File: src/rtl/mc_pkg.sv
// Shared encodings for the multicycle MIPS main control: state codes, opcodes,
// ALU operation codes, datapath mux selects and the packed control word.
package mc_pkg;

   localparam int OPW = 6;
   localparam int STW = 4;

   localparam logic [STW-1:0] S_FETCH  = 4'd0;
   localparam logic [STW-1:0] S_DECODE = 4'd1;
   localparam logic [STW-1:0] S_MEMADR = 4'd2;
   localparam logic [STW-1:0] S_MEMRD  = 4'd3;
   localparam logic [STW-1:0] S_MEMWB  = 4'd4;
   localparam logic [STW-1:0] S_MEMWR  = 4'd5;
   localparam logic [STW-1:0] S_RTEX   = 4'd6;
   localparam logic [STW-1:0] S_RTWB   = 4'd7;
   localparam logic [STW-1:0] S_BRANCH = 4'd8;
   localparam logic [STW-1:0] S_IMMEX  = 4'd9;
   localparam logic [STW-1:0] S_IMMWB  = 4'd10;
   localparam logic [STW-1:0] S_JUMP   = 4'd11;

   localparam logic [OPW-1:0] OP_RTYPE  = 6'b000000;
   localparam logic [OPW-1:0] OP_REGIMM = 6'b000001;
   localparam logic [OPW-1:0] OP_J      = 6'b000010;
   localparam logic [OPW-1:0] OP_BEQ    = 6'b000100;
   localparam logic [OPW-1:0] OP_BNE    = 6'b000101;
   localparam logic [OPW-1:0] OP_BLEZ   = 6'b000110;
   localparam logic [OPW-1:0] OP_BGTZ   = 6'b000111;
   localparam logic [OPW-1:0] OP_ADDI   = 6'b001000;
   localparam logic [OPW-1:0] OP_ANDI   = 6'b001100;
   localparam logic [OPW-1:0] OP_ORI    = 6'b001101;
   localparam logic [OPW-1:0] OP_LW     = 6'b100011;
   localparam logic [OPW-1:0] OP_SW     = 6'b101011;

   localparam logic [3:0] ALU_ADD   = 4'b0000;
   localparam logic [3:0] ALU_BR    = 4'b0001;
   localparam logic [3:0] ALU_AND   = 4'b0010;
   localparam logic [3:0] ALU_OR    = 4'b0011;
   localparam logic [3:0] ALU_RTYPE = 4'b0110;
   localparam logic [3:0] ALU_BGEZ  = 4'b1001;

   localparam logic [1:0] SRCB_REGB  = 2'b00;
   localparam logic [1:0] SRCB_FOUR  = 2'b01;
   localparam logic [1:0] SRCB_IMM   = 2'b10;
   localparam logic [1:0] SRCB_IMMSH = 2'b11;

   localparam logic [1:0] PCSRC_ALU    = 2'b00;
   localparam logic [1:0] PCSRC_ALUOUT = 2'b01;
   localparam logic [1:0] PCSRC_JUMP   = 2'b10;

   typedef struct packed {
      logic       pcwrite;
      logic       pcwritecond;
      logic       iord;
      logic       memread;
      logic       memwrite;
      logic       irwrite;
      logic       memtoreg;
      logic       regdst;
      logic       regwrite;
      logic       alusrca;
      logic [1:0] alusrcb;
      logic [1:0] pcsource;
      logic [3:0] aluop;
      logic       illegal;
   } ctrl_t;

   // DECODE dispatch target; S_FETCH doubles as the "unsupported opcode" marker.
   function automatic logic [STW-1:0] dispatch(input logic [OPW-1:0] op);
      case (op)
         OP_LW, OP_SW:                                   return S_MEMADR;
         OP_RTYPE:                                       return S_RTEX;
         OP_BEQ, OP_BNE, OP_BLEZ, OP_BGTZ, OP_REGIMM:    return S_BRANCH;
         OP_ADDI, OP_ANDI, OP_ORI:                       return S_IMMEX;
         OP_J:                                           return S_JUMP;
         default:                                        return S_FETCH;
      endcase
   endfunction

endpackage

File: src/rtl/mc_control_if.sv
// Control/datapath boundary of the main control FSM. master = controller side,
// slave = datapath side.
interface mc_control_if;
   import mc_pkg::*;

   logic [OPW-1:0] op;
   logic           rt0;
   logic           mem_ready;
   logic           pcwrite;
   logic           pcwritecond;
   logic           iord;
   logic           memread;
   logic           memwrite;
   logic           irwrite;
   logic           memtoreg;
   logic           regdst;
   logic           regwrite;
   logic           alusrca;
   logic [1:0]     alusrcb;
   logic [1:0]     pcsource;
   logic [3:0]     aluop;
   logic           illegal;
   logic [STW-1:0] state;

   modport master (
      input  op, rt0, mem_ready,
      output pcwrite, pcwritecond, iord, memread, memwrite, irwrite,
             memtoreg, regdst, regwrite, alusrca, alusrcb, pcsource,
             aluop, illegal, state
   );

   modport slave (
      output op, rt0, mem_ready,
      input  pcwrite, pcwritecond, iord, memread, memwrite, irwrite,
             memtoreg, regdst, regwrite, alusrca, alusrcb, pcsource,
             aluop, illegal, state
   );

endinterface

File: src/rtl/mc_out_decode.sv
// Moore output decoder: state (+op/rt0 for ALU selection, mem_ok for fetch
// load gating) to the packed control word. All-zero while reset is high.
module mc_out_decode
   import mc_pkg::*;
(
   input  logic           reset,
   input  logic [STW-1:0] state,
   input  logic [OPW-1:0] op,
   input  logic           rt0,
   input  logic           mem_ok,
   output ctrl_t          ctrl
);

   always_comb begin
      ctrl = '0;
      if (!reset) begin
         case (state)
            S_FETCH: begin
               ctrl.memread = 1'b1;
               ctrl.alusrcb = SRCB_FOUR;
               // IR and PC load only on the cycle the fetch actually completes
               ctrl.irwrite = mem_ok;
               ctrl.pcwrite = mem_ok;
            end
            S_DECODE: begin
               ctrl.alusrcb = SRCB_IMMSH;
               ctrl.illegal = (dispatch(op) == S_FETCH);
            end
            S_MEMADR: begin
               ctrl.alusrca = 1'b1;
               ctrl.alusrcb = SRCB_IMM;
            end
            S_MEMRD: begin
               ctrl.memread = 1'b1;
               ctrl.iord    = 1'b1;
            end
            S_MEMWB: begin
               ctrl.regwrite = 1'b1;
               ctrl.memtoreg = 1'b1;
            end
            S_MEMWR: begin
               ctrl.memwrite = 1'b1;
               ctrl.iord     = 1'b1;
            end
            S_RTEX: begin
               ctrl.alusrca = 1'b1;
               ctrl.aluop   = ALU_RTYPE;
            end
            S_RTWB: begin
               ctrl.regwrite = 1'b1;
               ctrl.regdst   = 1'b1;
            end
            S_BRANCH: begin
               ctrl.alusrca     = 1'b1;
               ctrl.pcsource    = PCSRC_ALUOUT;
               ctrl.pcwritecond = 1'b1;
               ctrl.aluop       = (op == OP_REGIMM && rt0) ? ALU_BGEZ : ALU_BR;
            end
            S_IMMEX: begin
               ctrl.alusrca = 1'b1;
               ctrl.alusrcb = SRCB_IMM;
               case (op)
                  OP_ANDI: ctrl.aluop = ALU_AND;
                  OP_ORI:  ctrl.aluop = ALU_OR;
                  default: ctrl.aluop = ALU_ADD;
               endcase
            end
            S_IMMWB: begin
               ctrl.regwrite = 1'b1;
            end
            S_JUMP: begin
               ctrl.pcwrite  = 1'b1;
               ctrl.pcsource = PCSRC_JUMP;
            end
            default: ctrl = '0;
         endcase
      end
   end

endmodule

File: src/rtl/mc_control.sv
// Multicycle MIPS main control FSM. Optional MEM_WAIT_EN stalls FETCH/MEMRD/MEMWR
// until mem_ready; without it memory states always take one cycle.
module mc_control
   import mc_pkg::*;
#(
   parameter int OPW_P = OPW,
   parameter int STW_P = STW
) (
   input  logic         clk,
   input  logic         reset,
   mc_control_if.master bus
);

   logic [STW_P-1:0] state_q;
   logic [STW_P-1:0] state_d;
   logic [OPW_P-1:0] op;
   logic             mem_ok;
   ctrl_t            ctrl;

   assign op = bus.op;

`ifdef MEM_WAIT_EN
   assign mem_ok = bus.mem_ready;
`else
   logic unused_mem_ready;
   assign unused_mem_ready = bus.mem_ready;
   assign mem_ok = 1'b1;
`endif

   always_ff @(posedge clk) begin
      if (reset) begin
         state_q <= S_FETCH;
      end else begin
         state_q <= state_d;
      end
   end

   always_comb begin
      state_d = S_FETCH;
      case (state_q)
         S_FETCH:  state_d = mem_ok ? S_DECODE : S_FETCH;
         S_DECODE: state_d = dispatch(op);
         S_MEMADR: state_d = (op == OP_LW) ? S_MEMRD : S_MEMWR;
         S_MEMRD:  state_d = mem_ok ? S_MEMWB : S_MEMRD;
         S_MEMWR:  state_d = mem_ok ? S_FETCH : S_MEMWR;
         S_RTEX:   state_d = S_RTWB;
         S_IMMEX:  state_d = S_IMMWB;
         default:  state_d = S_FETCH;
      endcase
   end

   mc_out_decode u_out_decode (
      .reset  (reset),
      .state  (state_q),
      .op     (op),
      .rt0    (bus.rt0),
      .mem_ok (mem_ok),
      .ctrl   (ctrl)
   );

   always_comb begin
      bus.pcwrite     = ctrl.pcwrite;
      bus.pcwritecond = ctrl.pcwritecond;
      bus.iord        = ctrl.iord;
      bus.memread     = ctrl.memread;
      bus.memwrite    = ctrl.memwrite;
      bus.irwrite     = ctrl.irwrite;
      bus.memtoreg    = ctrl.memtoreg;
      bus.regdst      = ctrl.regdst;
      bus.regwrite    = ctrl.regwrite;
      bus.alusrca     = ctrl.alusrca;
      bus.alusrcb     = ctrl.alusrcb;
      bus.pcsource    = ctrl.pcsource;
      bus.aluop       = ctrl.aluop;
      bus.illegal     = ctrl.illegal;
      bus.state       = reset ? '0 : state_q;
   end

endmodule

File: src/flat_wrapper.sv
// flat-port wrapper written by rule: the top's interface ports become plain ports
module mc_control_flat import mc_pkg::*;
#(
   parameter int OPW_P = OPW,
   parameter int STW_P = STW
)
  (clk, reset, bus_op, bus_rt0, bus_mem_ready, bus_pcwrite, bus_pcwritecond, bus_iord, bus_memread, bus_memwrite, bus_irwrite, bus_memtoreg, bus_regdst, bus_regwrite, bus_alusrca, bus_alusrcb, bus_pcsource, bus_aluop, bus_illegal, bus_state);
  mc_control_if bus_i ();
  input  logic clk;
  input  logic reset;
  input wire logic [$bits(bus_i.op)-1:0] bus_op;
  input wire logic [$bits(bus_i.rt0)-1:0] bus_rt0;
  input wire logic [$bits(bus_i.mem_ready)-1:0] bus_mem_ready;
  output wire logic [$bits(bus_i.pcwrite)-1:0] bus_pcwrite;
  output wire logic [$bits(bus_i.pcwritecond)-1:0] bus_pcwritecond;
  output wire logic [$bits(bus_i.iord)-1:0] bus_iord;
  output wire logic [$bits(bus_i.memread)-1:0] bus_memread;
  output wire logic [$bits(bus_i.memwrite)-1:0] bus_memwrite;
  output wire logic [$bits(bus_i.irwrite)-1:0] bus_irwrite;
  output wire logic [$bits(bus_i.memtoreg)-1:0] bus_memtoreg;
  output wire logic [$bits(bus_i.regdst)-1:0] bus_regdst;
  output wire logic [$bits(bus_i.regwrite)-1:0] bus_regwrite;
  output wire logic [$bits(bus_i.alusrca)-1:0] bus_alusrca;
  output wire logic [$bits(bus_i.alusrcb)-1:0] bus_alusrcb;
  output wire logic [$bits(bus_i.pcsource)-1:0] bus_pcsource;
  output wire logic [$bits(bus_i.aluop)-1:0] bus_aluop;
  output wire logic [$bits(bus_i.illegal)-1:0] bus_illegal;
  output wire logic [$bits(bus_i.state)-1:0] bus_state;
  assign bus_i.op = bus_op;
  assign bus_i.rt0 = bus_rt0;
  assign bus_i.mem_ready = bus_mem_ready;
  assign bus_pcwrite = bus_i.pcwrite;
  assign bus_pcwritecond = bus_i.pcwritecond;
  assign bus_iord = bus_i.iord;
  assign bus_memread = bus_i.memread;
  assign bus_memwrite = bus_i.memwrite;
  assign bus_irwrite = bus_i.irwrite;
  assign bus_memtoreg = bus_i.memtoreg;
  assign bus_regdst = bus_i.regdst;
  assign bus_regwrite = bus_i.regwrite;
  assign bus_alusrca = bus_i.alusrca;
  assign bus_alusrcb = bus_i.alusrcb;
  assign bus_pcsource = bus_i.pcsource;
  assign bus_aluop = bus_i.aluop;
  assign bus_illegal = bus_i.illegal;
  assign bus_state = bus_i.state;
  mc_control #(.OPW_P(OPW_P), .STW_P(STW_P)) u_core (.clk(clk), .reset(reset), .bus(bus_i));
endmodule
File: config.mk
export PLATFORM = sky130hd
export DESIGN_NAME = mc_control_flat
export DESIGN_NICKNAME = d
export VERILOG_FILES = /design/src/rtl/mc_pkg.sv /design/src/rtl/mc_control_if.sv /design/src/rtl/mc_out_decode.sv /design/src/rtl/mc_control.sv /design/src/flat_wrapper.sv
export SDC_FILE = /design/constraint.sdc
export NUM_CORES = 1
export LEC_CHECK = 0
export ABC_AREA = 0
export CORE_MARGIN = 3
export CORE_UTILIZATION = 38
export DETAILED_ROUTE_END_ITERATION = 8
export GPL_ROUTABILITY_DRIVEN = 0
export HOLD_SLACK_MARGIN = 0.08
export PLACE_DENSITY = 0.82
export SETUP_SLACK_MARGIN = 0.05
export SLEW_MARGIN = 40
export SYNTH_ARGS = -nofsm -noshare
export SYNTH_HDL_FRONTEND = slang
export SYNTH_SLANG_ARGS = --single-unit
File: constraint.sdc
create_clock -name clk -period 1.8 [get_ports clk]
set_clock_uncertainty 0.1 [all_clocks]
set_input_delay 0.36 -clock clk [delete_from_list [all_inputs] [get_ports clk]]
set_output_delay 0.36 -clock clk [all_outputs]
set_load 0.01 [all_outputs]
==> results of run 1 <==
-- cell families (layout without fill, tap and decap cells) --
kind of cell,after synthesis,in the layout,share of synthesized area (%)
AO/OA/AOI/OAI,21,21,24.55
XOR/XNOR,1,1,1.386
buffers and inverters,13,86,10.89
flip-flops,4,4,12.67
multiplexers,2,2,3.168
AND/OR/NAND/NOR,57,57,47.33
-- placed cells by master, fill, tap and decap left out, types with 4 or more instances in the layout --
| master | netlist | routed |
|---|---|---|
| buf_2 | 4 | 18 |
| buf_4 | 0 | 35 |
| buf_6 | 2 | 19 |
| clkbuf_2 | 0 | 4 |
| dfxtp_4 | 0 | 4 |
| nand2_1 | 7 | 6 |
| nand2b_4 | 0 | 4 |
| nor2_1 | 18 | 13 |
| nor2_4 | 0 | 4 |
| nor3_1 | 9 | 4 |
-- metal layers --
metal | vias to the layer above | track usage [%]
li1 | 502 | -
met1 | 589 | 34.10
met2 | 137 | 54.47
met3 | 45 | 7.280
met4 | 0 | 17.13
met5 | - | 0
-- tightest hold or removal path: cells and delay by family --
| family | cells | cell delay [ns] |
|---|---|---|
| buffers and inverters | 2 | 0.42 |
| AOI/OAI and AO/OA | 1 | 0.05 |
-- through the flow --
stage                     util, %  setup TNS (ns)  std cells  hold WS, ns   power, W
final                       95.94         -0.7879        187       0.5273  0.0005018
after CTS                   83.28         -0.3266        177       0.5564  0.0004309
after detailed placement    77.60          -14.91        172       0.6078  0.0003050
after global placement      77.60          -13.84        172       0.5845  0.0002968
after floorplan                 -        -0.04042         98       0.4643  0.0001923
after global routing        95.94          -1.205        187       0.5239  0.0005115
-- synthesized netlist by cell type, drive strengths merged (3+ instances only) --
cell type | number | area [µm²]
a211oi | 3 | 32.53
clkbuf | 3 | 11.26
nor4 | 4 | 31.28
nand2b | 4 | 25.02
dfxtp | 4 | 80.08
o21ai | 5 | 25.02
nor3 | 10 | 55.05
a21oi | 5 | 25.02
buf | 8 | 50.05
or3 | 3 | 23.77
nand2 | 7 | 26.28
nor2 | 18 | 67.56
nand3 | 3 | 15.01
-- area by class of cell --
class,count,area (µm²),area share (%)
well taps,16,20.02,1.354
clock buffers,3,22.52,1.523
repair buffers,81,640.6,43.32
flip-flops and latches,4,95.09,6.430
inverters,2,7.507,0.5076
multi-input cells,81,693.2,46.87
-- report_power, final --
| group | leakage [nW] | internal, W | switching, W |
|---|---|---|---|
| combinational | 0.605 | 0.000125 | 0.000146 |
| clock | 0.0138 | 0.0000756 | 0.0000520 |
| sequential | 0.0355 | 0.0000902 | 0.0000121 |
| total | 0.655 | 0.000291 | 0.000211 |
-- what timing repair did --
action	CTS	global route
gates resized for setup	139	45
cloned	0	0
pin swaps	15	17
setup endpoints to repair	27	19
buffers inserted	3	12
-- final timing paths --
check / start / cells after the start / slack (ns) / to
setup / recovery: bus_op[3] / 7 / -0.30 / bus_illegal
hold / removal: reset / 3 / 0.53 / u_core.state_q[1]
setup reg to reg: u_core.state_q[1] / 7 / 0.32 / u_core.state_q[1]
hold reg to reg: u_core.state_q[3] / 2 / 0.60 / u_core.state_q[3]
==> impl_metrics.ini, run 1 <==
[synthesis]
ys_seq_elements = 4
synth_cell_types = 36
syn_nets = 108
syn_area_um2 = 631.9
ys_seq_area_share_pct = 12.67
synth-edff-count = 0
synth_warnings = 0
synth_flop_cell = dfxtp_1
synth_async_sr_flop_share_pct = 0
postSynthCellCount = 98
syn_avg_cell_area_um2 = 6.448

[grt]
antenna_found_initial = 0
grt_pass1_vias = 989
grt_max_degree = 11
gr-total-overflow = 0
grt_pass1_wl_mm = 4.705
gr-usage-all-layers_pct = 31.05

[cells_and_area]
layout.nets = 183
layout-drive-gt1-share_pct = 68.42
fill_cells = 36
largestRegisters = u_core.state_q (4)
n_antenna_cell = 0
final_area_mm2 = 0.001479
top_register = u_core.state_q
largest_reg_flops = 4
area_delta_synth_final_pct = 134.1

[timing]
setup_viol = 12
fmax_ghz = 0.4771
hold_viol = 0
max_slew_margin_pct = 66.82
finalMaxSlewViolations = 0
grt_setup_unrepaired = yes
worst_slew_pin_slew_ns = 0.4940
fin_crit_ns = 2.096
fin_crit_sh_pct = 116.4
setup_ws_ns = -0.2958

[setup_path]
cp_num_buf_inv = 3
cp_max_fo = 10
crit_arrival_ns = 1.64
crit_required_ns = 1.34
critPathCaptureType = output port
crit_path_top_delay_cell = nor3_1
path_cells = buf_6, buf_4, nor3_1, nand2_1, o21ai_0, nor4_2, buf_2
setup.worst_path.start_class = primary input
timing.critical_path.slowest_cell_delay_ns = 0.44
crit_family = simple AND/OR/NAND/NOR gates
criticalPathCategory = primary input to output port

[clock_network]
cts_max_level = 1
clkTransAtPathRegs_ns = 0.05
clock_latency_ns = 0.25
cts_tree = yes
cts_made_buffers = 3
clockRootBuffer = clkbuf_4
hold_buffers = 0
clockBufferDepth = 2
cts.sinks = 4

[placed_design]
port_buffers = 31
hpwl_mm = 2.100
post-place-ws_ns = -0.9066
dpl_cell_area_mm2 = 0.001196

[job]
drv_cap = 0

[floorplanning]
ios = 33
fp.dieW_um = 46.78
core_mm2 = 0.001541
die_h_um = 46.78
rows = 14
initial_core_util_pct = 40.99
die-area_mm2 = 0.002188

[status]
failed_checks = negative setup slack
status = finished with violations

[detailed_routing]
wirelength_mm = 4.747
met1Wirelength_mm = 1.613
maxUsedRoutingLayer = met4
ant_nets = 0
drt_pass1_iterations = 5
wl_per_cell_um = 25.39
routed-wl-met2_mm = 2.115
wl_met3_um = 602
vias = 1273
drt_iter0_drc = 118
drc_errors = 0
via_per_inst = 6.807

[power_and_ir_drop]
vdd_ir_drop_max_v = 0.0003991
power_density_mw_per_mm2 = 339.3
p_leak_nw = 0.6545

[worst_hold_path]
hp-class = primary input to flop
No activity file was read; power rests on OpenSTA's default activity.
==> inputs of run 2 (changes only) <==
--- a/config.mk
+++ b/config.mk
@@ -5,14 +5,15 @@
 export SDC_FILE = /design/constraint.sdc
 export NUM_CORES = 1
 export LEC_CHECK = 0
-export ABC_AREA = 0
+export ABC_AREA = 1
 export CORE_MARGIN = 3
-export CORE_UTILIZATION = 38
+export CORE_UTILIZATION = 37
 export DETAILED_ROUTE_END_ITERATION = 8
 export GPL_ROUTABILITY_DRIVEN = 0
 export HOLD_SLACK_MARGIN = 0.08
 export PLACE_DENSITY = 0.82
 export SETUP_SLACK_MARGIN = 0.05
+export SKIP_LAST_GASP = 1
 export SLEW_MARGIN = 40
 export SYNTH_ARGS = -nofsm -noshare
 export SYNTH_HDL_FRONTEND = slang
==> constraint.sdc (replaced) <==
create_clock -name clk -period 1.8 [get_ports clk]
set_clock_uncertainty 0.1 [all_clocks]
set_input_delay 0.36 -clock clk [delete_from_list [all_inputs] [get_ports clk]]
set_output_delay 0.36 -clock clk [all_outputs]
set_load 0.1 [all_outputs]
==> run 2 against run 1 <==
The flow now stops in 3_5_place_dp. Synthesized cell count up 16%. Synthesized area fell by 7.3%.
==> impl_metrics.ini, run 2 <==
[status]
stop_error = [ERROR DPL-0038] Utilization greater than 100%, impossible to legalize
status = did not finish
lastStage = 3_5_place_dp

[synthesis]
synth_cell_types = 20
syn_area_um2 = 585.6
yosys.area.top_type = nor2_1
ys_seq_area_share_pct = 13.68
synth_flop_cell = dfxtp_1
syn_nets = 124
syn_avg_cell_area_um2 = 5.137
synth_commonest_cells = 28 x nor2_1, 25 x nand2_1, 16 x inv_1, 9 x nand3_1, 8 x a21oi_1
synth.most_common_cell = nor2_1
ys_seq_elements = 4
synth_async_sr_flop_share_pct = 0
synth-edff-count = 0
postSynthCellCount = 114
synth.top_cell.area_share_pct = 17.95
yosys-top-cells-area = nor2_1 18%, nand2_1 16%, dfxtp_1 14%, inv_1 10%, nand3_1 7.7%
synth_warnings = 0

[floorplanning]
die_h_um = 45.78
initial_core_util_pct = 41.86
rows = 13
fp.dieW_um = 45.78
ios = 33

[placed_design]
port_buffers = 31
-- run 2: changes by cell type after synthesis, sizes merged, moves of 5 or more --
cell   change
nor3       -8
nor2      +16
nand3      +6
buf        -5
inv       +17
nand2     +20
-- run 2: through the flow --
stage / area [µm²] / std cells / hold slack (ns) / setup WS [ns]
after floorplan: 895.9 / 114 / 0.4254 / -0.4372
after global placement: 1524 / 171 / 0.4667 / -0.3731
-- run 2: cells by family after synthesis --
logic type | Yosys count | synth area share [%]
buffers and inverters | 22 | 15.60
AO/OA/AOI/OAI | 12 | 10.69
flip-flops | 4 | 13.68
AND/OR/NAND/NOR | 76 | 60.04
==> inputs of run 3 (changes only) <==
--- a/config.mk
+++ b/config.mk
@@ -6,13 +6,11 @@
 export NUM_CORES = 1
 export LEC_CHECK = 0
 export ABC_AREA = 1
-export CORE_MARGIN = 3
-export CORE_UTILIZATION = 37
+export CORE_AREA = 3 3 64 66
 export DETAILED_ROUTE_END_ITERATION = 8
+export DIE_AREA = 0 0 67 69
 export GPL_ROUTABILITY_DRIVEN = 0
-export HOLD_SLACK_MARGIN = 0.08
-export PLACE_DENSITY = 0.82
-export SETUP_SLACK_MARGIN = 0.05
+export PLACE_DENSITY_LB_ADDON = 0.15
 export SKIP_LAST_GASP = 1
 export SLEW_MARGIN = 40
 export SYNTH_ARGS = -nofsm -noshare
==> run 3 against run 2 <==
The flow now finishes, with violations (negative setup slack). Synthesized cell count unchanged. Synthesized area is the same.
==> impl_metrics.ini, run 3 <==
[setup_path]
crit_required_ns = 1.34
critPathCaptureType = output port
crit_path_top_delay_cell = dfxtp_4
cp_num_buf_inv = 3
setup.worst_path.start_class = flop
timing.critical_path.slowest_cell_delay_ns = 0.39
cp_max_fo = 5
worst-path-stages = 6
crit_arrival_ns = 1.38
crit_family = buffers and inverters
path_cells = inv_6, nor2_4, nand3_4, buf_6, o21ai_4, buf_12
rrSetupSlack_ns = 0.39
r2r_cells = 9
criticalPathCategory = flop to output port

[synthesis]
yosys-top-cells-area = nor2_1 18%, nand2_1 16%, dfxtp_1 14%, inv_1 10%, nand3_1 7.7%
synth_commonest_cells = 28 x nor2_1, 25 x nand2_1, 16 x inv_1, 9 x nand3_1, 8 x a21oi_1
synth_cell_types = 20
syn_area_um2 = 585.6
synth_flop_cell = dfxtp_1
synth.top_cell.area_share_pct = 17.95
synth_async_sr_flop_share_pct = 0
ys_seq_elements = 4
synth.most_common_cell = nor2_1
postSynthCellCount = 114
yosys.area.top_type = nor2_1
syn_avg_cell_area_um2 = 5.137
syn_nets = 124
synth_warnings = 0
synth-edff-count = 0
ys_seq_area_share_pct = 13.68

[timing]
fmax_ghz = 0.5424
fin_crit_sh_pct = 102.4
fin_crit_ns = 1.844
setup_viol = 8
finalMaxSlewViolations = 0
worst_slew_pin_slew_ns = 0.2801
max_slew_margin_pct = 81.33
hold_viol = 0
setup_ws_ns = -0.04364
grt_setup_unrepaired = yes

[detailed_routing]
ant_nets = 0
wl_per_cell_um = 11.23
drt_pass1_iterations = 4
via_per_inst = 4.239
drc_errors = 0
vias = 958
drt_iter0_drc = 23
wirelength_mm = 2.539

[placed_design]
port_buffers = 31
hpwl_mm = 2.024
dpl_cell_area_mm2 = 0.001595
dp_cells = 211

[cells_and_area]
fin_cells = 226
top_register = u_core.state_q
final_area_mm2 = 0.001841
fill_cells = 347
layout_common_cells = 29 x buf_4, 24 x buf_12, 22 x nor2_4
layout.nets = 190
n_antenna_cell = 0
final_common_cell = buf_4
area_delta_synth_final_pct = 214.3
largest_reg_flops = 4
layout-drive-gt1-share_pct = 78.65
largestRegisters = u_core.state_q (4)

[clock_network]
clockBufferDepth = 2
clkTransAtPathRegs_ns = 0.03
cts.sinks = 4
cts_max_level = 1
hold_buffers = 0
cts_tree = yes
clock_latency_ns = 0.22
cts_made_buffers = 3
clockRootBuffer = clkbuf_8

[grt]
gr-total-overflow = 0
grt_max_degree = 11
grt_pass1_vias = 945
antenna_found_initial = 0
grt_pass1_wl_mm = 4.167
gr-usage-all-layers_pct = 11.14

[status]
failed_checks = negative setup slack
status = finished with violations

[floorplanning]
rows = 22
fp.dieW_um = 67
initial_core_util_pct = 16.12
die_h_um = 69
die-area_mm2 = 0.004623
ios = 33
core_mm2 = 0.003633

[worst_hold_path]
hp-class = primary input to flop
min_path_cells = 3

[power_and_ir_drop]
power_density_mw_per_mm2 = 366.7
p_leak_nw = 0.7744
vdd_ir_drop_max_v = 0.0003575

[job]
drv_cap = 0
## run 3: cell counts after synthesis
No cell type changed its count.
## run 3: logic make-up (layout without fill, tap and decap cells)
kind of cell           count (synthesis)  after routing  share of synthesized area, %
AO/OA/AOI/OAI                         12             12                         10.69
buffers and inverters                 22             86                         15.60
flip-flops                             4              4                         13.68
AND/OR/NAND/NOR                       76             76                         60.04
## run 3: report_power, final
group	leakage, nW	switching (W)	internal [W]
Sequential	0.0355	0.00000882	0.0000896
Combinational	0.717	0.000244	0.000144
Clock	0.0216	0.0000461	0.000143
## run 3: cell type report
| class | instances | area (µm²) | area share [%] |
|---|---|---|---|
| well taps | 48 | 60.06 | 3.263 |
| inverters | 19 | 91.34 | 4.963 |
| multi-input cells | 88 | 777.0 | 42.22 |
| clock buffers | 3 | 41.29 | 2.243 |
| flip-flops and latches | 4 | 95.09 | 5.167 |
| repair buffers | 64 | 775.7 | 42.15 |
## run 3: routing by layer
| layer | up-vias | track usage [%] | part of all wire, % |
|---|---|---|---|
| met5 | - | 0 | 0 |
| met1 | 444 | 14.55 | 43 |
| met2 | 27 | 18.12 | 52 |
| li1 | 485 | - | - |
| met3 | 2 | 2.606 | 4.8 |
| met4 | 0 | 2.703 | 0.47 |
## run 3: path summary, 6_finish.rpt
kind / start / endpoint
worst max register to register: u_core.state_q[3] / u_core.state_q[2]
worst max-delay path: u_core.state_q[3] / bus_alusrca
worst min-delay path: reset / u_core.state_q[0]
worst min register to register: u_core.state_q[3] / u_core.state_q[3]
## run 3: timing repair
item,4_1_cts,5_1_grt
resized for setup,45,26
endpoints found under the setup margin,10,17
pin swaps,13,16
buffers inserted,7,5
## run 3: worst reg2reg max path, stage by stage, from the launching register on
cell	delay (ns)
dfxtp_4	0.36
nor2_4	0.19
buf_6	0.15
inv_6	0.04
buf_4	0.12
nor2_2	0.13
nand2_1	0.07
nand4_1	0.07
nand2_1	0.06
inv_1	0.05
## run 3: through the flow
| step | power (W) | utilization, % | setup WS [ns] | TNS, ns | hold WS (ns) |
|---|---|---|---|---|---|
| finish | 0.0006748 | 50.65 | -0.04364 | -0.1935 | 0.4783 |
| global route | 0.0007101 | 50.65 | -0.1046 | -0.8370 | 0.5027 |
| CTS | 0.0006594 | 47.69 | -0.04409 | -0.1964 | 0.4681 |
| detailed placement | 0.0004584 | 43.91 | -0.4632 | -1.785 | 0.4615 |
| global placement | 0.0004569 | 43.91 | -0.4128 | -1.604 | 0.4657 |
| floorplan | 0.0003283 | - | -0.4372 | -1.217 | 0.4254 |
